$ cat config.mk
export PLATFORM = sky130hd
export DESIGN_NAME = instr_fetch_flat
export DESIGN_NICKNAME = d
export VERILOG_FILES = /design/src/rtl/instr_fetch_if.sv /design/src/rtl/instr_fetch.sv /design/src/flat_wrapper.sv
export SDC_FILE = /design/constraint.sdc
export NUM_CORES = 1
export LEC_CHECK = 0
export BUFFER_PORTS_ARGS = -buffer_cell sky130_fd_sc_hd__buf_4
export CAP_MARGIN = 30
export CORE_ASPECT_RATIO = 1.1
export CORE_MARGIN = 2
export CORE_UTILIZATION = 54
export CTS_BUF_LIST = sky130_fd_sc_hd__clkbuf_4 sky130_fd_sc_hd__clkbuf_8
export DETAILED_ROUTE_END_ITERATION = 8
export PLACE_DENSITY = 0.89
export SETUP_SLACK_MARGIN = 0.4
export SKIP_CTS_REPAIR_TIMING = 1
export SLEW_MARGIN = 20
export SYNTH_ARGS = -nofsm -noshare
export SYNTH_HDL_FRONTEND = slang
export SYNTH_SLANG_ARGS = --single-unit
$ cat constraint.sdc
create_clock -name clk -period 4.6 [get_ports clk]
set_clock_uncertainty 0.2 [all_clocks]
set_input_delay 1.38 -clock clk [delete_from_list [all_inputs] [get_ports clk]]
set_output_delay 1.38 -clock clk [all_outputs]
set_load 0.1 [all_outputs]
$ cat src/rtl/instr_fetch_if.sv
// Fetch-stage bus: control from decode, instruction memory port and the IF/ID
// register outputs presented to decode.
interface instr_fetch_if;
    logic        stall;
    logic        redirect_valid;
    logic [31:0] redirect_target;
    logic [31:0] pc;
    logic [31:0] instr;
    logic [31:0] id_instr;
    logic [31:0] id_pc;
    logic        id_valid;
    logic        active;
    logic        fetch_error;

    modport master (
        input  stall, redirect_valid, redirect_target, instr,
        output pc, id_instr, id_pc, id_valid, active, fetch_error
    );

    modport slave (
        output stall, redirect_valid, redirect_target, instr,
        input  pc, id_instr, id_pc, id_valid, active, fetch_error
    );
endinterface

$ cat src/rtl/instr_fetch.sv
// Instruction fetch stage with one-word branch delay slot, stall-time redirect
// buffering, and halt on fetch address 0 or a misaligned fetch address.
module instr_fetch #(
    parameter logic [31:0] RESET_VECTOR = 32'hBFC00000
) (
    input  logic           clk,
    input  logic           reset,
    instr_fetch_if.master  bus
);
    localparam int DATA_W = 32;

    typedef enum logic {RUN, HALTED} state_t;

    state_t              state, state_nx;
    logic [DATA_W-1:0]   pc_p0, pc_nx;
    logic                pend_p0, pend_nx;
    logic [DATA_W-1:0]   pend_tgt_p0, pend_tgt_nx;
    logic [DATA_W-1:0]   id_instr_p1, id_instr_nx;
    logic [DATA_W-1:0]   id_pc_p1, id_pc_nx;
    logic                vld_p1, vld_nx;
    logic                err, err_nx;
    logic [DATA_W-1:0]   next_pc;

    // A live redirect beats a buffered one, which beats sequential fetch.
    function automatic logic [DATA_W-1:0] select_next_pc(
        input logic              redir,
        input logic [DATA_W-1:0] redir_tgt,
        input logic              pend,
        input logic [DATA_W-1:0] pend_tgt,
        input logic [DATA_W-1:0] cur_pc
    );
        if (redir)
            return redir_tgt;
        else if (pend)
            return pend_tgt;
        else
            return cur_pc + 32'd4;
    endfunction

    assign next_pc = select_next_pc(bus.redirect_valid, bus.redirect_target,
                                    pend_p0, pend_tgt_p0, pc_p0);

    always_comb begin
        state_nx    = state;
        pc_nx       = pc_p0;
        pend_nx     = pend_p0;
        pend_tgt_nx = pend_tgt_p0;
        id_instr_nx = id_instr_p1;
        id_pc_nx    = id_pc_p1;
        vld_nx      = vld_p1;
        err_nx      = err;

        if (state == RUN) begin
            if (bus.stall) begin
                if (bus.redirect_valid) begin
                    pend_nx     = 1'b1;
                    pend_tgt_nx = bus.redirect_target;
                end
            end else begin
                pend_nx = 1'b0;
                pc_nx   = next_pc;
                // Halting edges keep the old IF/ID contents but drop valid,
                // so the delay-slot word never reaches decode in that case.
                if (next_pc == '0 || next_pc[1:0] != 2'b00) begin
                    state_nx = HALTED;
                    vld_nx   = 1'b0;
                    if (next_pc[1:0] != 2'b00)
                        err_nx = 1'b1;
                end else begin
                    id_instr_nx = bus.instr;
                    id_pc_nx    = pc_p0;
                    vld_nx      = 1'b1;
                end
            end
        end
    end

    // ---- fetch (p0) / IF-ID (p1) register boundary ----
    always_ff @(posedge clk) begin
        if (reset) begin
            state       <= RUN;
            pc_p0       <= RESET_VECTOR;
            pend_p0     <= 1'b0;
            pend_tgt_p0 <= '0;
            id_instr_p1 <= '0;
            id_pc_p1    <= '0;
            vld_p1      <= 1'b0;
            err         <= 1'b0;
        end else begin
            state       <= state_nx;
            pc_p0       <= pc_nx;
            pend_p0     <= pend_nx;
            pend_tgt_p0 <= pend_tgt_nx;
            id_instr_p1 <= id_instr_nx;
            id_pc_p1    <= id_pc_nx;
            vld_p1      <= vld_nx;
            err         <= err_nx;
        end
    end

    assign bus.pc          = pc_p0;
    assign bus.id_instr    = id_instr_p1;
    assign bus.id_pc       = id_pc_p1;
    assign bus.id_valid    = vld_p1;
    assign bus.active      = (state == RUN);
    assign bus.fetch_error = err;
endmodule

$ cat src/flat_wrapper.sv
// flat-port wrapper written by rule: the top's interface ports become plain ports
module instr_fetch_flat 
#(
    parameter logic [31:0] RESET_VECTOR = 32'hBFC00000
)
  (clk, reset, bus_stall, bus_redirect_valid, bus_redirect_target, bus_instr, bus_pc, bus_id_instr, bus_id_pc, bus_id_valid, bus_active, bus_fetch_error);
  instr_fetch_if bus_i ();
  input  logic clk;
  input  logic reset;
  input wire logic [$bits(bus_i.stall)-1:0] bus_stall;
  input wire logic [$bits(bus_i.redirect_valid)-1:0] bus_redirect_valid;
  input wire logic [$bits(bus_i.redirect_target)-1:0] bus_redirect_target;
  input wire logic [$bits(bus_i.instr)-1:0] bus_instr;
  output wire logic [$bits(bus_i.pc)-1:0] bus_pc;
  output wire logic [$bits(bus_i.id_instr)-1:0] bus_id_instr;
  output wire logic [$bits(bus_i.id_pc)-1:0] bus_id_pc;
  output wire logic [$bits(bus_i.id_valid)-1:0] bus_id_valid;
  output wire logic [$bits(bus_i.active)-1:0] bus_active;
  output wire logic [$bits(bus_i.fetch_error)-1:0] bus_fetch_error;
  assign bus_i.stall = bus_stall;
  assign bus_i.redirect_valid = bus_redirect_valid;
  assign bus_i.redirect_target = bus_redirect_target;
  assign bus_i.instr = bus_instr;
  assign bus_pc = bus_i.pc;
  assign bus_id_instr = bus_i.id_instr;
  assign bus_id_pc = bus_i.id_pc;
  assign bus_id_valid = bus_i.id_valid;
  assign bus_active = bus_i.active;
  assign bus_fetch_error = bus_i.fetch_error;
  instr_fetch #(.RESET_VECTOR(RESET_VECTOR)) u_core (.clk(clk), .reset(reset), .bus(bus_i));
endmodule
Yosys cells after proc, flatten, opt, wreduce, memory -nomap -nowiden
Cells that the tools add are included.

operators by class
  $add $sub $neg = 1
  equality and inequality tests = 1
  muxes and demuxes = 8
  bitwise operators = 3
  reduce and logical (&&, ||, !) cells = 8

operators with widths
  operator                                                          count
  32-bit 2-to-1 mux                                                 2
  32-bit by 3-bit adder with 32-bit output (second input constant)  1
  32-bit zero test                                                  1
  1-bit 2-to-1 mux                                                  6
  3-bit AND reduction                                               2
  2-bit AND reduction                                               2
  4-bit AND reduction                                               1
  1-bit inverter                                                    3
  2-bit by 1-bit != test with 1-bit output (second input constant)  1
  2-bit nonzero test                                                1
  1-bit logical OR                                                  1

word-level totals
  flip-flop bits (word level) = 132
  output and inout bits = 99
  word-level logic and storage cells = 29

Depth between registers and ports, before layout
Gate-level depths: netlist of run 1.

  word-level depth = 8
  gate-level depth with buffers = 13
  gate-level depth less buffers = 10

Least setup slack after synthesis of run 1
Ideal clock, no wire load.

  path type = register to register
  start = register u_core.pc_p0[6], in the netlist u_core.bus.pc[6]
  end = register u_core.id_instr_p1[16], in the netlist u_core.bus.id_instr[16]
  arrival = 3.718 ns
  slack = 0.561 ns
  stages on the path, launching flop included = 13
  buffers on the path = 3
  period minus slack after synthesis = 4.039 ns
  path through = dfxtp_1 nand4_1 or3_1 clkbuf_1 nor4_1 xor2_1 a221oi_1 nand4_1 o31ai_4 nor2_4 buf_12 buf_8 mux2i_1

between the ends
  longest elaborated chain between the ends = 7

ends and longest elaborated chain
  item                                      line               source
  start: declaration                        instr_fetch.sv:15  logic [DATA_W-1:0] pc_p0, pc_nx;
  start signal: assignment                  instr_fetch.sv:91  pc_p0 <= pc_nx;
  32-bit by 3-bit adder with 32-bit output  instr_fetch.sv:37  return cur_pc + 32'd4;
  32-bit 2-to-1 mux                         instr_fetch.sv:34  else if (pend)
  32-bit 2-to-1 mux                         instr_fetch.sv:32  if (redir)
  32-bit zero test                          instr_fetch.sv:64  if (next_pc == '0 || next_pc[1:0] != 2'b00) begin
  1-bit logical OR                          instr_fetch.sv:64
  1-bit inverter (no source line)           n/a
  3-bit AND reduction (no source line)      n/a
  end signal: assignment                    instr_fetch.sv:94  id_instr_p1 <= id_instr_nx;
  end: declaration                          instr_fetch.sv:18  logic [DATA_W-1:0] id_instr_p1, id_instr_nx;

Every way passes these cells.
A chain may end at the register's enable or synchronous reset.

Final worst setup path of run 1
  start = register u_core.pc_p0[2], in the netlist u_core.bus.pc[2]
  end = register u_core.id_pc_p1[26], in the netlist u_core.bus.id_pc[26]

between the ends
  longest elaborated chain between the ends = 7

ends and longest elaborated chain
  item                                      line               source
  32-bit by 3-bit adder with 32-bit output  instr_fetch.sv:37
  32-bit 2-to-1 mux                         instr_fetch.sv:34
  32-bit 2-to-1 mux                         instr_fetch.sv:32
  32-bit zero test                          instr_fetch.sv:64
  1-bit logical OR                          instr_fetch.sv:64
  1-bit inverter (no source line)           n/a
  3-bit AND reduction (no source line)      n/a
  end signal: assignment                    instr_fetch.sv:95  id_pc_p1 <= id_pc_nx;
  end: declaration                          instr_fetch.sv:19  logic [DATA_W-1:0] id_pc_p1, id_pc_nx;

Every way passes these cells.

==> impl_metrics.ini, run 1 <==
[yosys]
synth_warnings = 0
synth_seq_cells = 132
synth_ff_type = dfxtp_1
synth_top_family_by_area = simple AND/OR/NAND/NOR gates
syn_inst = 825
synthXorXnorAreaFrac_pct = 2.31
async_flop_share_pct = 0
synth_cell_type_count = 65
synth_area_per_cell_um2 = 8.29
synthTopCellsByArea = dfxtp_1, nand2b_1, mux2i_1, nand2_1, a21oi_1
synth_compound_area_share_pct = 14.3
syn-num-nets = 894
synth_edf_count = 0
synth_simple_gate_area_share_pct = 29.2
muxShareOfSynthArea_pct = 9.97
synth_top_area_cell = dfxtp_1
syn_area_um2 = 6840
yosysSeqAreaShare_pct = 38.6
synth_top_area_share_pct = 38.6
yosys.area_share.adder_pct = 0.183

[floorplan]
dieArea_um2 = 13600
io_pins = 167
initial_core_util_pct = 54.8
die_height_um = 122
die_w_um = 111
rows = 43
core_area_um2 = 12500

[global_route]
overflow = 0
grtUsageMet1_pct = 35.3
grt_busiest_layer = met2
antenna_found_initial = 0
grt_use_met3_pct = 6.67
first_global_vias = 5842
grt_pass1_wl_um = 29800
grt.total_usage_pct = 26.8
use_met2_pct = 42.7
grt_max_degree = 154

[place]
placed_cells = 1107
place_ws_ns = 0.126
gp_congestion = 0.927
hpwlAfterDp_um = 13100
port_buffers = 166
placed_area_um2 = 8150

[timing]
slew_violations = 0
setup_slack_ns = 0.584
hold_violations = 0
finalCritPeriodShare_pct = 87.3
max_slew.worst_pin.slew_ns = 0.763
relSlewSlack_pct = 48.7
finalSetupViolations = 0
fmax_mhz = 249
rsz0062_at_grt = false
hold_slack_ns = 0.257
setup-tns-final_ns = 0
min_period_ns = 4.02

[critical_path]
path_max_fanout = 14
end_kind = flip-flop
worst-setup-path-type = reg -> reg
cp_data_arrival_time_ns = 4.13
worstPathRequired_ns = 4.71
rr_worst_depth = 11
startpoint_type = flip-flop

[pwr]
cellPowerDensity_nw_per_um2 = 367
p_leak_uw = 0.00339
sequentialPowerShare_pct = 40.8
switchingPower_uw = 1160
p_comb_share_pct = 26.7
p_sw_share_pct = 36.8
p_int_uw = 1990
peakVddDrop_uv = 218
pwr-share-clk_pct = 32.5

[cells_and_area]
drive_above_1_share_pct = 24.2
instances_no_fill = 1141
final_area_um2 = 8580
nets = 1040
area_delta_synth_final_pct = 25.5
antenna-diode-count = 0

[status]
run_status = completed

[flow_run]
cap_violations = 0

[min_path]
hp-class = reg -> reg
holdPathStages = 2

[detailed_routing]
ant_nets = 0
firstDrtPassIters = 5
drtIter0Drc = 795
drc = 0
routed-via-count = 6445
vias_per_cell = 5.65
wl_per_cell_um = 16.1
wirelength_um = 18400

[clock_tree]
cts_tree = built
clock_latency_ns = 0.43
root_buffer = clkbuf_8
cts.htree.levels = 4
cts.clk_slew.worst_paths_ns = 0.08
cts_made_buffers = 17
ctsLongestPathBuffers = 2
clock_sinks = 132
[power by group through the flow]
stage                     clock network (µW)  registers [µW]  logic (µW)
after floorplan                            0            1650         283
after global placement                     0            1300         826
after detailed placement                   0            1310         833
after CTS                               1040            1280         836
after global routing                    1090            1290         883
final                                   1020            1280         840
[per-layer routing]
metal  wire length (µm)  share of wire, %
met5                  0                 0
met1               7960                43
met3               1380               7.5
met2               8640                47
met4                436               2.4
[through the flow]
stage | util [%] | power, µW
finish | 68.7 | 3140
floorplan | - | 1930
detailed placement | 65.3 | 2140
global route | 68.7 | 3270
global placement | 65.3 | 2130
CTS | 68.6 | 3160
[sequential cells by signal, summed over array words and instances, names as in the netlist]
register and count:
u_core.bus.id_instr 32, u_core.bus.id_valid 1, u_core.state 1, u_core.bus.pc 32, u_core.bus.id_pc 32, u_core.pend_p0 1, u_core.pend_tgt_p0 32, u_core.bus.fetch_error 1
[path summary, 6_finish.rpt]
check / from / endpoint / slack (ns)
max: u_core.bus.pc[2] / u_core.bus.id_pc[26] / 0.58
min: u_core.pend_tgt_p0[31] / u_core.pend_tgt_p0[31] / 0.26
max reg2reg: u_core.bus.pc[2] / u_core.bus.id_pc[26] / 0.58
min reg2reg: u_core.pend_tgt_p0[31] / u_core.pend_tgt_p0[31] / 0.26
[cell families (layout without fill, tap and decap cells)]
logic type / after synthesis / in the layout
AND/OR/NAND/NOR: 381 / 381
AO/OA/AOI/OAI: 154 / 154
flip-flops: 132 / 132
buffers and inverters: 71 / 230
multiplexers: 68 / 68
XOR/XNOR: 18 / 18
adder cells (fa/ha/maj): 1 / 1
[synthesized netlist by cell type, drive strengths merged (4+ instances only)]
master,n
inv,7
a22oi,6
xor2,6
clkbuf,53
nand2b,130
nand4,14
o21a,5
a211o,5
a211oi,11
and3,8
xnor2,12
buf,9
nor4,10
dfxtp,132
mux2i,67
a21oi,63
nor2,47
nand2,116
o21ai,32
nor3,21
o221ai,4
nand3,16
[critical path, stage by stage (launching register included)]
cell	delay [ns]
dfxtp_1	0.50
ha_1	0.26
nand3_1	0.25
or3_1	0.59
nor4_1	0.36
xor2_1	0.14
a221oi_1	0.53
nand4_1	0.24
o31ai_4	0.33
nor2_4	0.12
buf_4	0.23
mux2i_1	0.15
[cell type report]
cell class                 count  area [µm²]
inverter                       9        33.8
multi-input combinational    622        3830
tap                          157         196
sequential                   132        2640
clock buffer                  17         234
fill                        1044        3900
clock inverter                15         183
timing repair buffer         189        1460
[cell usage in the layout (no fill, tap or decap), types with 3 or more instances in the layout]
cell type and count:
buf_4 186, dfxtp_1 132, nand2b_1 130, nand2_1 116, mux2i_1 67, a21oi_1 63
nor2_1 45, o21ai_0 32, nor3_1 20, clkbuf_8 17, nand3_1 15, xnor2_1 12
nand4_1 12, a211oi_1 11, nor4_1 9, and3_1 8, inv_1 7, xor2_1 6
a22oi_1 6, o21a_1 5, a211o_1 5, o221ai_1 4, clkinvlp_4 4, clkinv_4 4
a2111oi_0 3, nor2b_1 3, or3_1 3, bufinv_16 3, buf_12 3
No activity file was read; power rests on OpenSTA's default activity.
==> run 2, diff against run 1 <==
Settings changed: BUFFER_PORTS_ARGS -buffer_cell sky130_fd_sc_hd__buf_4 to -buffer_cell sky130_fd_sc_hd__buf_2, CTS_BUF_LIST sky130_fd_sc_hd__clkbuf_4 sky130_fd_sc_hd__clkbuf_8 to sky130_fd_sc_hd__clkbuf_8.
==> impl_metrics.ini, run 2 (same netlist as run 1, synthesis figures left out) <==
[status]
run_status = finished with violations
violations = design-rule violations

[pwr]
sequentialPowerShare_pct = 43.1
p_int_uw = 1840
p_comb_share_pct = 26.8
pwr-share-clk_pct = 30.1
cellPowerDensity_nw_per_um2 = 367
p_sw_share_pct = 38.1
switchingPower_uw = 1130
peakVddDrop_uv = 219
p_leak_uw = 0.00328

[clock_tree]
cts.htree.levels = 4
root_buffer = clkbuf_8
cts.clk_slew.worst_paths_ns = 0.08
clock_sinks = 132
cts_tree = built
cts_made_buffers = 17
ctsLongestPathBuffers = 2
clock_latency_ns = 0.43

[timing]
setup_slack_ns = 0.605
finalSetupViolations = 0
relSlewSlack_pct = 43.1
finalCritPeriodShare_pct = 86.8
hold_violations = 0
rsz0062_at_grt = false
setup-tns-final_ns = 0
fmax_mhz = 250
max_slew.worst_pin.slew_ns = 0.846
slew_violations = 0
min_period_ns = 3.99

[global_route]
antenna_found_initial = 0
grt_max_degree = 83
grt_pass1_wl_um = 29700
grt.total_usage_pct = 26.8
first_global_vias = 6030
overflow = 0

[floorplan]
rows = 43
io_pins = 167
die_w_um = 111
initial_core_util_pct = 54.8
dieArea_um2 = 13600
die_height_um = 122
core_area_um2 = 12500

[detailed_routing]
vias_per_cell = 5.72
firstDrtPassIters = 8
ant_nets = 0
wl_per_cell_um = 16.1
drc = 1
routed-via-count = 6516
drtIter0Drc = 759
wirelength_um = 18300

[cells_and_area]
area_delta_synth_final_pct = 18.3
antenna-diode-count = 0
drive_above_1_share_pct = 24.0
final_common_cell = buf_2
fin_util_pct = 64.8
layout_common_cells = buf_2, dfxtp_1, nand2b_1, nand2_1, mux2i_1
instances_no_fill = 1139
nets = 1038
final_area_um2 = 8090

[min_path]
hp-class = reg -> reg

[critical_path]
path_common_cell = buf_4
worst_path_max_delay_cell = nor2_4
path_max_fanout = 26
end_kind = flip-flop
cp_data_arrival_time_ns = 4.15
max_stage_delay_ns = 0.61
cp_top_family = simple AND/OR/NAND/NOR gates
path_buf_inv = 4
worstPathRequired_ns = 4.76
startpoint_type = input port
worst-setup-path-type = in -> reg
worstPathCellList = buf_2, buf_4, nor2_1, buf_4, nand2_1, a31o_1, nand3_1, a2111oi_0, nand4_1, o31ai_4, nor2_4, buf_12, mux2i_1

[place]
place_ws_ns = 0.0823
gp_congestion = 0.911
port_buffers = 166
placed_area_um2 = 7720
placed_cells = 1107
hpwlAfterDp_um = 13100

[flow_run]
cap_violations = 0
-- run 2: cell count changes in the layout (fill, tap and decap cells not counted), moves of 2 or more --
cell        previous run  this run
buf_4                186        20
clkinv_4               4         1
buf_2                  0       165
clkinvlp_4             4         6
clkinv_2               2         5
bufinv_16              3         1
-- run 2: stage by stage --
step	hold slack [ns]	total power, µW
floorplan	0.232	1930
global placement	0.240	2080
detailed placement	0.246	2090
CTS	0.257	2980
global route	0.273	3080
finish	0.255	2970
-- run 2: final cells by class --
class,instances,area [µm²]
Tap cell,157,196
Multi-Input combinational cell,622,3830
Clock buffer,18,248
Fill cell,1033,4400
Timing Repair Buffer,187,1020
Inverter,9,37.5
Sequential cell,132,2640
Clock inverter,14,114
-- run 2: power by group through the flow --
stage / clock network [µW] / registers [µW] / logic, µW
2_1_floorplan: 0 / 1650 / 283
6_report: 893 / 1280 / 796
3_5_place_dp: 0 / 1300 / 788
4_1_cts: 906 / 1280 / 791
5_1_grt: 956 / 1290 / 838
3_3_place_gp: 0 / 1300 / 781
-- run 2: per-layer routing --
metal / GRT usage [%] / wire length, µm / vias to the layer above / part of all wire, %
met5: 0 / 0 / - / 0
met4: 11.5 / 652 / 0 / 3.6
met3: 6.12 / 1560 / 58 / 8.5
met2: 42.9 / 8220 / 370 / 45
met1: 35.0 / 7870 / 2956 / 43
li1: - / - / 3132 / -
-- run 2: worst paths after layout --
path                                from                 endpoint  slack [ns]  cells past startpoint
setup reg to reg       u_core.bus.pc[10]  u_core.bus.id_instr[16]        0.62                     10
setup / recovery      bus_redirect_valid  u_core.bus.id_instr[16]        0.61                     13
hold / removal    u_core.pend_tgt_p0[31]   u_core.pend_tgt_p0[31]        0.26                      2
hold reg to reg   u_core.pend_tgt_p0[31]   u_core.pend_tgt_p0[31]        0.26                      2
-- run 2: worst reg2reg max path: cells and delay by family, from the launching register on --
kind	cells	cell delay, ns
and+or+nand+nor	5	2.17
buffers and inverters	1	0.30
muxes	1	0.24
DFF	1	0.53
xor gates and xnor gates	1	0.17
AOI/OAI and AO/OA	2	0.30
